===== src/rtl/wb_port_arbiter.sv =====
// Writeback port arbiter: shares the single register-file write port between
// NUM_UNITS execution units that hold completed results.
//
// A unit is granted either by rotating round-robin priority, or (inorder=1)
// only if its instruction ID matches expected_id. The winner is registered
// onto the rf_* port one cycle after the grant, and that unit gets a one-cycle
// unit_accepted pulse in the same cycle.
//
// Ports:
//   clk, rst              clock, synchronous active-high reset
//   inorder               1 = only the unit holding expected_id may win
//   flush, flush_id       reload expected_id; no grant in the flush cycle
//   unit_done[i]          unit i holds a valid result
//   unit_rd               packed result data, XLEN bits per unit
//   unit_rd_addr          packed destination register, 5 bits per unit
//   unit_id               packed instruction ID, ID_W bits per unit
//   unit_accepted[i]      one-cycle pulse, unit i's result was written
//   rf_valid_write        register-file write enable
//   rf_rd_addr/data/id    write address, data and instruction ID
//   instruction_complete  copy of rf_valid_write for the ID generator
module wb_port_arbiter #(
  parameter int unsigned NUM_UNITS = 4,
  parameter int unsigned XLEN      = 32,
  parameter int unsigned ID_W      = 3
) (
  input  logic                        clk,
  input  logic                        rst,
  input  logic                        inorder,
  input  logic                        flush,
  input  logic [ID_W-1:0]             flush_id,
  input  logic [NUM_UNITS-1:0]        unit_done,
  input  logic [NUM_UNITS*XLEN-1:0]   unit_rd,
  input  logic [NUM_UNITS*5-1:0]      unit_rd_addr,
  input  logic [NUM_UNITS*ID_W-1:0]   unit_id,
  output logic [NUM_UNITS-1:0]        unit_accepted,
  output logic                        rf_valid_write,
  output logic [4:0]                  rf_rd_addr,
  output logic [XLEN-1:0]             rf_rd_data,
  output logic [ID_W-1:0]             rf_id,
  output logic                        instruction_complete
);

  localparam int unsigned ADDR_W = 5;
  localparam int unsigned PTR_W  = $clog2(NUM_UNITS);
  localparam int unsigned SCAN_W = PTR_W + 1;

  // Arbitration state
  logic [PTR_W-1:0] rr_ptr;
  logic [PTR_W-1:0] last_grant;
  logic             last_grant_valid;
  logic [ID_W-1:0]  expected_id;

  // Next-state values
  logic [PTR_W-1:0] rr_ptr_next;
  logic [ID_W-1:0]  expected_id_next;

  // Per-unit views of the packed request buses
  logic [XLEN-1:0]   rd_arr      [NUM_UNITS];
  logic [ADDR_W-1:0] rd_addr_arr [NUM_UNITS];
  logic [ID_W-1:0]   id_arr      [NUM_UNITS];
  logic [NUM_UNITS-1:0] eligible;

  // Selection result for this cycle
  logic              grant_valid;
  logic [PTR_W-1:0]  grant_idx;
  logic [SCAN_W-1:0] scan_idx;

  // Unpack request slices and qualify each unit. The unit accepted last cycle
  // is masked because it is still showing the result that was just written.
  for (genvar i = 0; i < NUM_UNITS; i++) begin : g_unit
    assign rd_arr[i]      = unit_rd[i*XLEN +: XLEN];
    assign rd_addr_arr[i] = unit_rd_addr[i*ADDR_W +: ADDR_W];
    assign id_arr[i]      = unit_id[i*ID_W +: ID_W];
    assign eligible[i]    = unit_done[i]
                          && !(last_grant_valid && (last_grant == PTR_W'(i)))
                          && !flush
                          && (!inorder || (id_arr[i] == expected_id));
  end

  // Round-robin scan starting at rr_ptr; first eligible unit wins
  always_comb begin
    grant_valid = 1'b0;
    grant_idx   = '0;
    scan_idx    = '0;
    for (int unsigned k = 0; k < NUM_UNITS; k++) begin
      scan_idx = SCAN_W'(rr_ptr) + SCAN_W'(k);
      if (scan_idx >= SCAN_W'(NUM_UNITS)) begin
        scan_idx = scan_idx - SCAN_W'(NUM_UNITS);
      end
      if (!grant_valid && eligible[scan_idx[PTR_W-1:0]]) begin
        grant_valid = 1'b1;
        grant_idx   = scan_idx[PTR_W-1:0];
      end
    end
  end

  // Pointer and expected-ID update; flush overrides the ID
  always_comb begin
    rr_ptr_next      = rr_ptr;
    expected_id_next = expected_id;
    if (grant_valid) begin
      rr_ptr_next      = (grant_idx == PTR_W'(NUM_UNITS - 1)) ? '0
                                                              : grant_idx + PTR_W'(1);
      expected_id_next = id_arr[grant_idx] + ID_W'(1);
    end
    if (flush) begin
      expected_id_next = flush_id;
    end
  end

  // State and registered writeback port
  always_ff @(posedge clk) begin
    if (rst) begin
      rr_ptr               <= '0;
      last_grant           <= '0;
      last_grant_valid     <= 1'b0;
      expected_id          <= '0;
      unit_accepted        <= '0;
      rf_valid_write       <= 1'b0;
      rf_rd_addr           <= '0;
      rf_rd_data           <= '0;
      rf_id                <= '0;
      instruction_complete <= 1'b0;
    end else begin
      rr_ptr               <= rr_ptr_next;
      expected_id          <= expected_id_next;
      last_grant_valid     <= grant_valid;
      rf_valid_write       <= grant_valid;
      instruction_complete <= grant_valid;
      if (grant_valid) begin
        last_grant    <= grant_idx;
        unit_accepted <= NUM_UNITS'(1) << grant_idx;
        rf_rd_addr    <= rd_addr_arr[grant_idx];
        rf_rd_data    <= rd_arr[grant_idx];
        rf_id         <= id_arr[grant_idx];
      end else begin
        unit_accepted <= '0;
      end
    end
  end

endmodule


===== config.mk =====
export PLATFORM = sky130hd
export DESIGN_NAME = wb_port_arbiter
export DESIGN_NICKNAME = d
export VERILOG_FILES = /design/src/rtl/wb_port_arbiter.sv
export SDC_FILE = /design/constraint.sdc
export NUM_CORES = 1
export LEC_CHECK = 0
export BUFFER_PORTS_ARGS = -buffer_cell sky130_fd_sc_hd__buf_2
export CAP_MARGIN = 20
export CORE_ASPECT_RATIO = 0.6
export CORE_MARGIN = 2
export CORE_UTILIZATION = 42
export CTS_BUF_LIST = sky130_fd_sc_hd__clkbuf_4 sky130_fd_sc_hd__clkbuf_8
export CTS_CLUSTER_SIZE = 20
export DETAILED_ROUTE_END_ITERATION = 7
export PLACE_DENSITY = 0.93
export SLEW_MARGIN = 20
export SYNTH_ARGS = -nofsm -noshare
export SYNTH_HDL_FRONTEND = slang
export SYNTH_SLANG_ARGS = --single-unit
export TNS_END_PERCENT = 5

===== constraint.sdc =====
create_clock -name clk -period 2.83 [get_ports clk]
set_input_delay 0.283 -clock clk [delete_from_list [all_inputs] [get_ports clk]]
set_output_delay 0.283 -clock clk [all_outputs]
set_load 0.02 [all_outputs]

**After elaboration in Yosys (flattened, before gate mapping)**

Cells that the tools add are included.

- Add/sub/neg operators: 9
- Multiply operators: 0
- Divide/modulo/power cells: 0
- Order comparisons: 9
- Equal/unequal tests: 8
- Shifts and indexed selects: 1
- Multiplexer cells: 32
- Bitwise logic cells: 2
- Reduce and logical (&&, ||, !) cells: 35

Operators with widths:

| operator | count |
|---|---|
| binary-select mux 32 bit (select 2 bit) | 1 |
| two-way mux 32 bit | 2 |
| logical AND 1 bit | 19 |
| two-way mux 2 bit | 9 |
| == test 3 bit | 4 |
| greater-or-equal comparator 3 bit (second input constant) | 4 |
| < comparator 2 x 3 -> 1 bit (second input constant) | 4 |
| two-way mux 3 bit | 4 |
| binary-select mux 5 bit (select 2 bit) | 1 |
| two-way mux 5 bit | 2 |
| zero test 1 bit | 9 |
| binary-select mux 1 bit (select 2 bit) | 4 |
| two-way mux 1 bit | 8 |
| subtractor 2 x 1 -> 2 bit (second input constant) | 4 |
| adder 2 x 2 -> 3 bit (second input constant) | 2 |
| binary-select mux 3 bit (select 2 bit) | 1 |
| == test 2 bit (second input constant) | 3 |
| logical OR 1 bit | 4 |
| << shifter 1 x 2 -> 4 bit (first input constant) | 1 |
| adder 2 x 1 -> 3 bit (second input constant) | 1 |
| adder 3 x 1 -> 3 bit (second input constant) | 1 |
| greater-or-equal comparator 2 x 3 -> 1 bit (second input constant) | 1 |
| NOT 2 -> 3 bit | 1 |
| adder 2 x 1 -> 2 bit (second input constant) | 1 |
| 5 further kinds | 5 |

- Register bits: 52
- Latch bits: 0
- RAM bits: 0
- Bits in read-only memories: 0
- Logic and storage cells: 104
- Memories kept: 0

**Longest topological paths before layout**

- Depth after elaboration: 25
- Gate-level depth with buffers: 13
- Mapped depth without buffers: 10

**Least setup slack after synthesis**

OpenSTA, ideal clock, no wires.

- Kind: register to register
- From: register last_grant_valid
- To: register rf_rd_addr[1]
- Setup time: 0.122 ns
- Arrival time: 2.200 ns
- Required time: 2.708 ns
- Slack: 0.509 ns
- Cell stages (with the launch flop): 11
- Path buffers: 2
- Cells stage by stage: dfxtp_1 nor3b_1 nor3b_1 and2_1 a221oi_1 o22a_2 buf_6 buf_4 mux2i_1 o2bb2ai_1 a221o_1

- Longest elaborated chain between the ends: 21

RTL lines:

| item | line | text |
|---|---|---|
| start: declaration | 50 | `logic last_grant_valid;` |
| start signal: assignment | 127 | `last_grant_valid <= grant_valid;` |
| logical AND 1 bit | 75 | `&& !(last_grant_valid && (last_grant == PTR_W'(i)))` |
| zero test 1 bit | 75 |  |
| logical AND 1 bit | 75 |  |
| logical AND 1 bit | 76 | `&& !flush` |
| logical AND 1 bit | 77 | `&& (!inorder \|\| (id_arr[i] == expected_id));` |
| binary-select mux 1 bit (select 2 bit) | 90 | `if (!grant_valid && eligible[scan_idx[PTR_W-1:0]]) begin` |
| two-way mux 1 bit (not written as such) | 90 |  |
| two-way mux 1 bit | 90 |  |
| [4 not listed] | n/a |  |
| logical AND 1 bit | 90 |  |
| two-way mux 1 bit | 90 |  |
| zero test 1 bit | 90 |  |
| logical AND 1 bit | 90 |  |
| two-way mux 2 bit | 90 |  |
| NOT 2 -> 3 bit (not written as such) | 133 | `rf_rd_addr <= rd_addr_arr[grant_idx];` |
| binary-select mux 5 bit (select 2 bit) | 133 |  |
| two-way mux 5 bit (not written as such) (2 in series) | 133 |  |
| end signal: assignment | 133 |  |
| end: declaration | 37 | `output logic [4:0] rf_rd_addr,` |

Parallel ways exist; a longest one is shown, timed or not. The select of a mux whose other input is x is not followed.
A chain may end at the register's enable or synchronous reset.

**Worst setup path in the final report**

- From: register expected_id[0]
- To: register rf_rd_data[29]

- Longest elaborated chain between the ends: 19

RTL lines:

| item | line | text |
|---|---|---|
| start: declaration | 51 | `logic [ID_W-1:0] expected_id;` |
| start signal: assignment | 126 | `expected_id <= expected_id_next;` |
| == test 3 bit | 77 |  |
| logical OR 1 bit | 77 |  |
| logical AND 1 bit | 77 |  |
| binary-select mux 1 bit (select 2 bit) | 90 |  |
| two-way mux 1 bit (not written as such) | 90 |  |
| two-way mux 1 bit | 90 |  |
| zero test 1 bit | 90 |  |
| logical AND 1 bit | 90 |  |
| [2 not listed] | n/a |  |
| logical AND 1 bit | 90 |  |
| two-way mux 1 bit | 90 |  |
| zero test 1 bit | 90 |  |
| logical AND 1 bit | 90 |  |
| two-way mux 2 bit | 90 |  |
| NOT 2 -> 3 bit (not written as such) | 134 | `rf_rd_data <= rd_arr[grant_idx];` |
| binary-select mux 32 bit (select 2 bit) | 134 |  |
| two-way mux 32 bit (not written as such) (2 in series) | 134 |  |
| end signal: assignment | 134 |  |
| end: declaration | 38 | `output logic [XLEN-1:0] rf_rd_data,` |

Parallel ways exist; a longest one is shown, timed or not. The select of a mux whose other input is x is not followed.

==> results by group <==
Place
  • I/O Buffers: 216
  • Detailed placer's ending HPWL: ~8400 µm
  • # placed instances: 606
  • Gpl congestion: just under 0.9
  • Post-place setup slack: 0.1305 ns

Power
  • Peak supply drop: approximately 0.3 mV
  • Total power per unit cell area: roughly 520 nW/µm²
  • P_leak: between 2 and 2.5 nW

STA
  • Max Freq: about 390 MHz
  • Clock skew: ~0.0047 ns
  • Worst Max-Slew Pin Slew: ~0.37 ns
  • Number of hold violations in the final report: 0
  • Tmin final: roughly 2.6 ns
  • Period utilization: 0.9150
  • Fin. max-slew vios: 0
  • Setup ws final: between 0.2 and 0.25 ns
  • Final Setup Violations: 0
  • Max_slew headroom: 0.7496

GRT
  • Total congestion overflow: 0
  • Vias in the first global route: ~3400
  • Largest net degree at the start of global routing: 36
  • Wire length of the first global-routing pass: 16410 µm
  • Global-route usage over all layers: 0.2521
  • Initial antenna violation count: 0

Clocking
  • Largest buffer count on any clock path: 2
  • TritonCTS clock tree: built
  • Htree depth: 2
  • CTS buffer count: 5
  • CTS clk-pin slew, worst paths: around 0.090 ns
  • Worst-Skew Late Latency: ~0.29 ns
  • CTS Hold Bufs: 0
  • Clk sink count: 52
  • Clock Tree Root: clkbuf_8

Synth
  • Avg Synthesized Cell Area: approximately 9.5 µm²
  • Leading register cell type out of synthesis: dfxtp_1
  • Synthesized Nets: 490
  • Synthesized flop and latch total: 52
  • Cells after Synth: approximately 320
  • Post-synth design cell area: 3020 µm²
  • Synthesis warning total: 0
  • Distinct cell type count after synthesis: 39
  • Seq/Total Area, Yosys: 0.3447
  • Post-synth top area cell: dfxtp_1
  • Post-synth EDFFs: 0
  • Synth top area cells: dfxtp_1 34%, mux2i_1 21%, a221o_1 6.6%, o2bb2ai_1 5.8%, xor2_1 3.8%
  • Share of the synthesized area in the top cell type: 0.3447
  • Asr flop ratio synth: 0

Route
  • Routed Antenna Nets: 0
  • First DRT Iteration DRCs: roughly 180
  • Initial DRT Pass Iterations: 5
  • DRC: 0
  • Via density per instance: between 5 and 6
  • WL/cell: 16.85 µm
  • Routed WL: between 10000 and 15000 µm
  • Vias: roughly 3300

Setup path
  • Worst Path Arrival: roughly 2.8 ns
  • Critical Path RT: ~3 ns
  • Worst Setup SP: expected_id[0]$_SDFFE_PP0P_
  • Worst-path cell chain: xor2_1 > o31ai_1 > nand2b_1 > a221oi_1 > o22a_2 > buf_12 > nand2b_1 > nor2_1 > buf_4 > a221o_1
  • R2R Path Start: expected_id[0]$_SDFFE_PP0P_
  • Worst reg2reg path depth: 10
  • Most used cell, CP: nand2b_1
  • Setup crit start kind: flip-flop
  • Critical Path End: rf_rd_data[29]$_SDFFE_PP0P_
  • R2r endpoint: rf_rd_data[29]$_SDFFE_PP0P_
  • Critical Path Sink Type: flip-flop
  • Flop2flop setup slack: approximately 0.24 ns
  • CP Class: reg -> reg
  • Largest fanout on the critical path: 23
  • CP peak stage delay: ~0.39 ns
  • Slowest cell on crit path: a221o_1

Floorplan
  • Row count: 23
  • Chip height: ~70 µm
  • Die width: approximately 110 µm
  • Number of I/O pins: 217
  • Core area: approximately 7000 µm²
  • Effective utilization at floorplan: 0.4429
  • Die area: between 7000 and 8000 µm²

Final layout
  • Non-Filler Instances: between 600 and 700
  • Diodes inserted: 0
  • Area growth, synth to finish: 40.43%
  • Utilization after layout: 0.6219
  • Multi-input gate area: approximately 1800 µm²
  • Fill cells: roughly 590
  • Total Nets Final: 699
  • Share of layout cells above drive strength 1: 0.4667
  • Storage element area: between 1000 and 1500 µm²

Min path
  • Worst hold path class: in -> reg

Run
  • Max-cap check violation count: 0

Run status
  • Status: finished clean
-- cell usage in the layout (no fill, tap or decap), drive strengths merged, types with 4 or more instances in the layout --
master	n
a21oi	21
a221o	20
a22oi	6
buf	229
clkbuf	5
dfxtp	52
inv	5
mux2i	65
nand2	11
nand2b	4
nor2	28
nor2b	4
o21ai	19
o2bb2ai	20
o31ai	4
xor2	13
-- synth_stat cells, types with 2 or more instances --
master     number
a21o_1          2
nand2_1        10
inv_1           4
nor3b_1         2
o21ai_0         7
nand2b_1        4
xor2_1         13
clkbuf_1        4
mux2i_1        64
buf_1           3
nor2b_1         4
buf_4           3
dfxtp_1        52
a22oi_1         5
o221ai_1        2
a21oi_1        21
o31ai_1         3
buf_6           6
a311oi_1        2
a221o_1        20
nor2_1         27
o2bb2ai_1      20
buf_2          11
and2_1          3
o21ai_1        12
-- power by group --
part / leakage (nW) / total, mW / internal [mW] / switching, mW
Combinational: 1.80 / 0.907 / 0.410 / 0.498
Sequential: 0.428 / 0.925 / 0.846 / 0.0795
Clock: 0.0359 / 0.378 / 0.160 / 0.218
Total: 2.27 / 2.21 / 1.42 / 0.795
-- kinds of logic (layout without fill, tap and decap cells) --
logic type,Yosys count,in the layout,share of synthesized area
compound gates,100,100,0.2494
fa+ha+maj,1,1,0.004142
simple gates,55,55,0.08451
buf+inv,32,239,0.06296
mux,65,65,0.2167
xor+xnor,13,13,0.03770
flops,52,52,0.3447
-- registers in the layout, summed over array words and instances, names as in the netlist --
signal / flops
expected_id: 3
last_grant: 2
last_grant_valid: 1
rf_id: 3
rf_rd_addr: 5
rf_rd_data: 32
rr_ptr: 2
unit_accepted: 4
-- per-layer routing --
| layer | routed length [µm] | track usage | share of wire | vias to the layer above |
|---|---|---|---|---|
| met5 | 0 | 0 | 0 | - |
| met4 | 241 | 0.07046 | 0.023 | 0 |
| met3 | 654 | 0.05507 | 0.063 | 28 |
| met2 | 5126 | 0.4531 | 0.50 | 145 |
| met1 | 4288 | 0.3029 | 0.42 | 1568 |
| li1 | - | - | - | 1600 |
-- through the flow --
step | setup TNS, ns | power, mW | area, µm² | hold slack, ns
2_1_floorplan | 0 | 1.514 | 3020 | 0.3909
3_3_place_gp | 0 | 1.801 | 4158 | 0.4454
3_5_place_dp | 0 | 1.835 | 4158 | 0.4535
4_1_cts | 0 | 2.212 | 4227 | 0.1972
5_1_grt | -0.0006699 | 2.328 | 4242 | 0.1959
6_report | 0 | 2.210 | 4242 | 0.2091
-- worst min path at each step --
| stage | endpoint | startpoint | cells after the start | slack [ns] |
|---|---|---|---|---|
| final | rf_rd_data[16]$_SDFFE_PP0P_ | unit_rd[48] | 2 | 0.21 |
| after global routing | rf_rd_data[28]$_SDFFE_PP0P_ | unit_rd[60] | 2 | 0.20 |
| after CTS | rf_rd_data[13]$_SDFFE_PP0P_ | unit_rd[45] | 2 | 0.20 |
| after detailed placement | rf_rd_data[8]$_SDFFE_PP0P_ | rf_rd_data[8]$_SDFFE_PP0P_ | 2 | 0.45 |
| after global placement | rf_rd_data[2]$_SDFFE_PP0P_ | rf_rd_data[2]$_SDFFE_PP0P_ | 2 | 0.45 |
| after floorplan | last_grant_valid$_SDFF_PP0_ | rst | 1 | 0.39 |
-- area by class of cell --
cell class              instances  area share
multi-input cells             234      0.4242
repair buffers                229      0.2838
flip-flops and latches         52      0.2457
well taps                      87     0.02566
clock buffers                   5     0.01622
inverters                       5    0.004425
-- timing repair --
action | 4_1_cts | 5_1_grt
gates resized for setup | 0 | 2
hold endpoints to repair | 0 | 0
buffers inserted | 0 | 1
endpoints found under the setup margin | 0 | 26
-- worst max-delay path: cells and delay by family (launching register included) --
| kind | cells | cell delay [ns] |
|---|---|---|
| simple gates | 3 | 0.36 |
| flops | 1 | 0.38 |
| compound gates | 4 | 1.15 |
| xor+xnor | 1 | 0.19 |
| buf+inv | 2 | 0.39 |
Power figures use the tool's default switching activity.
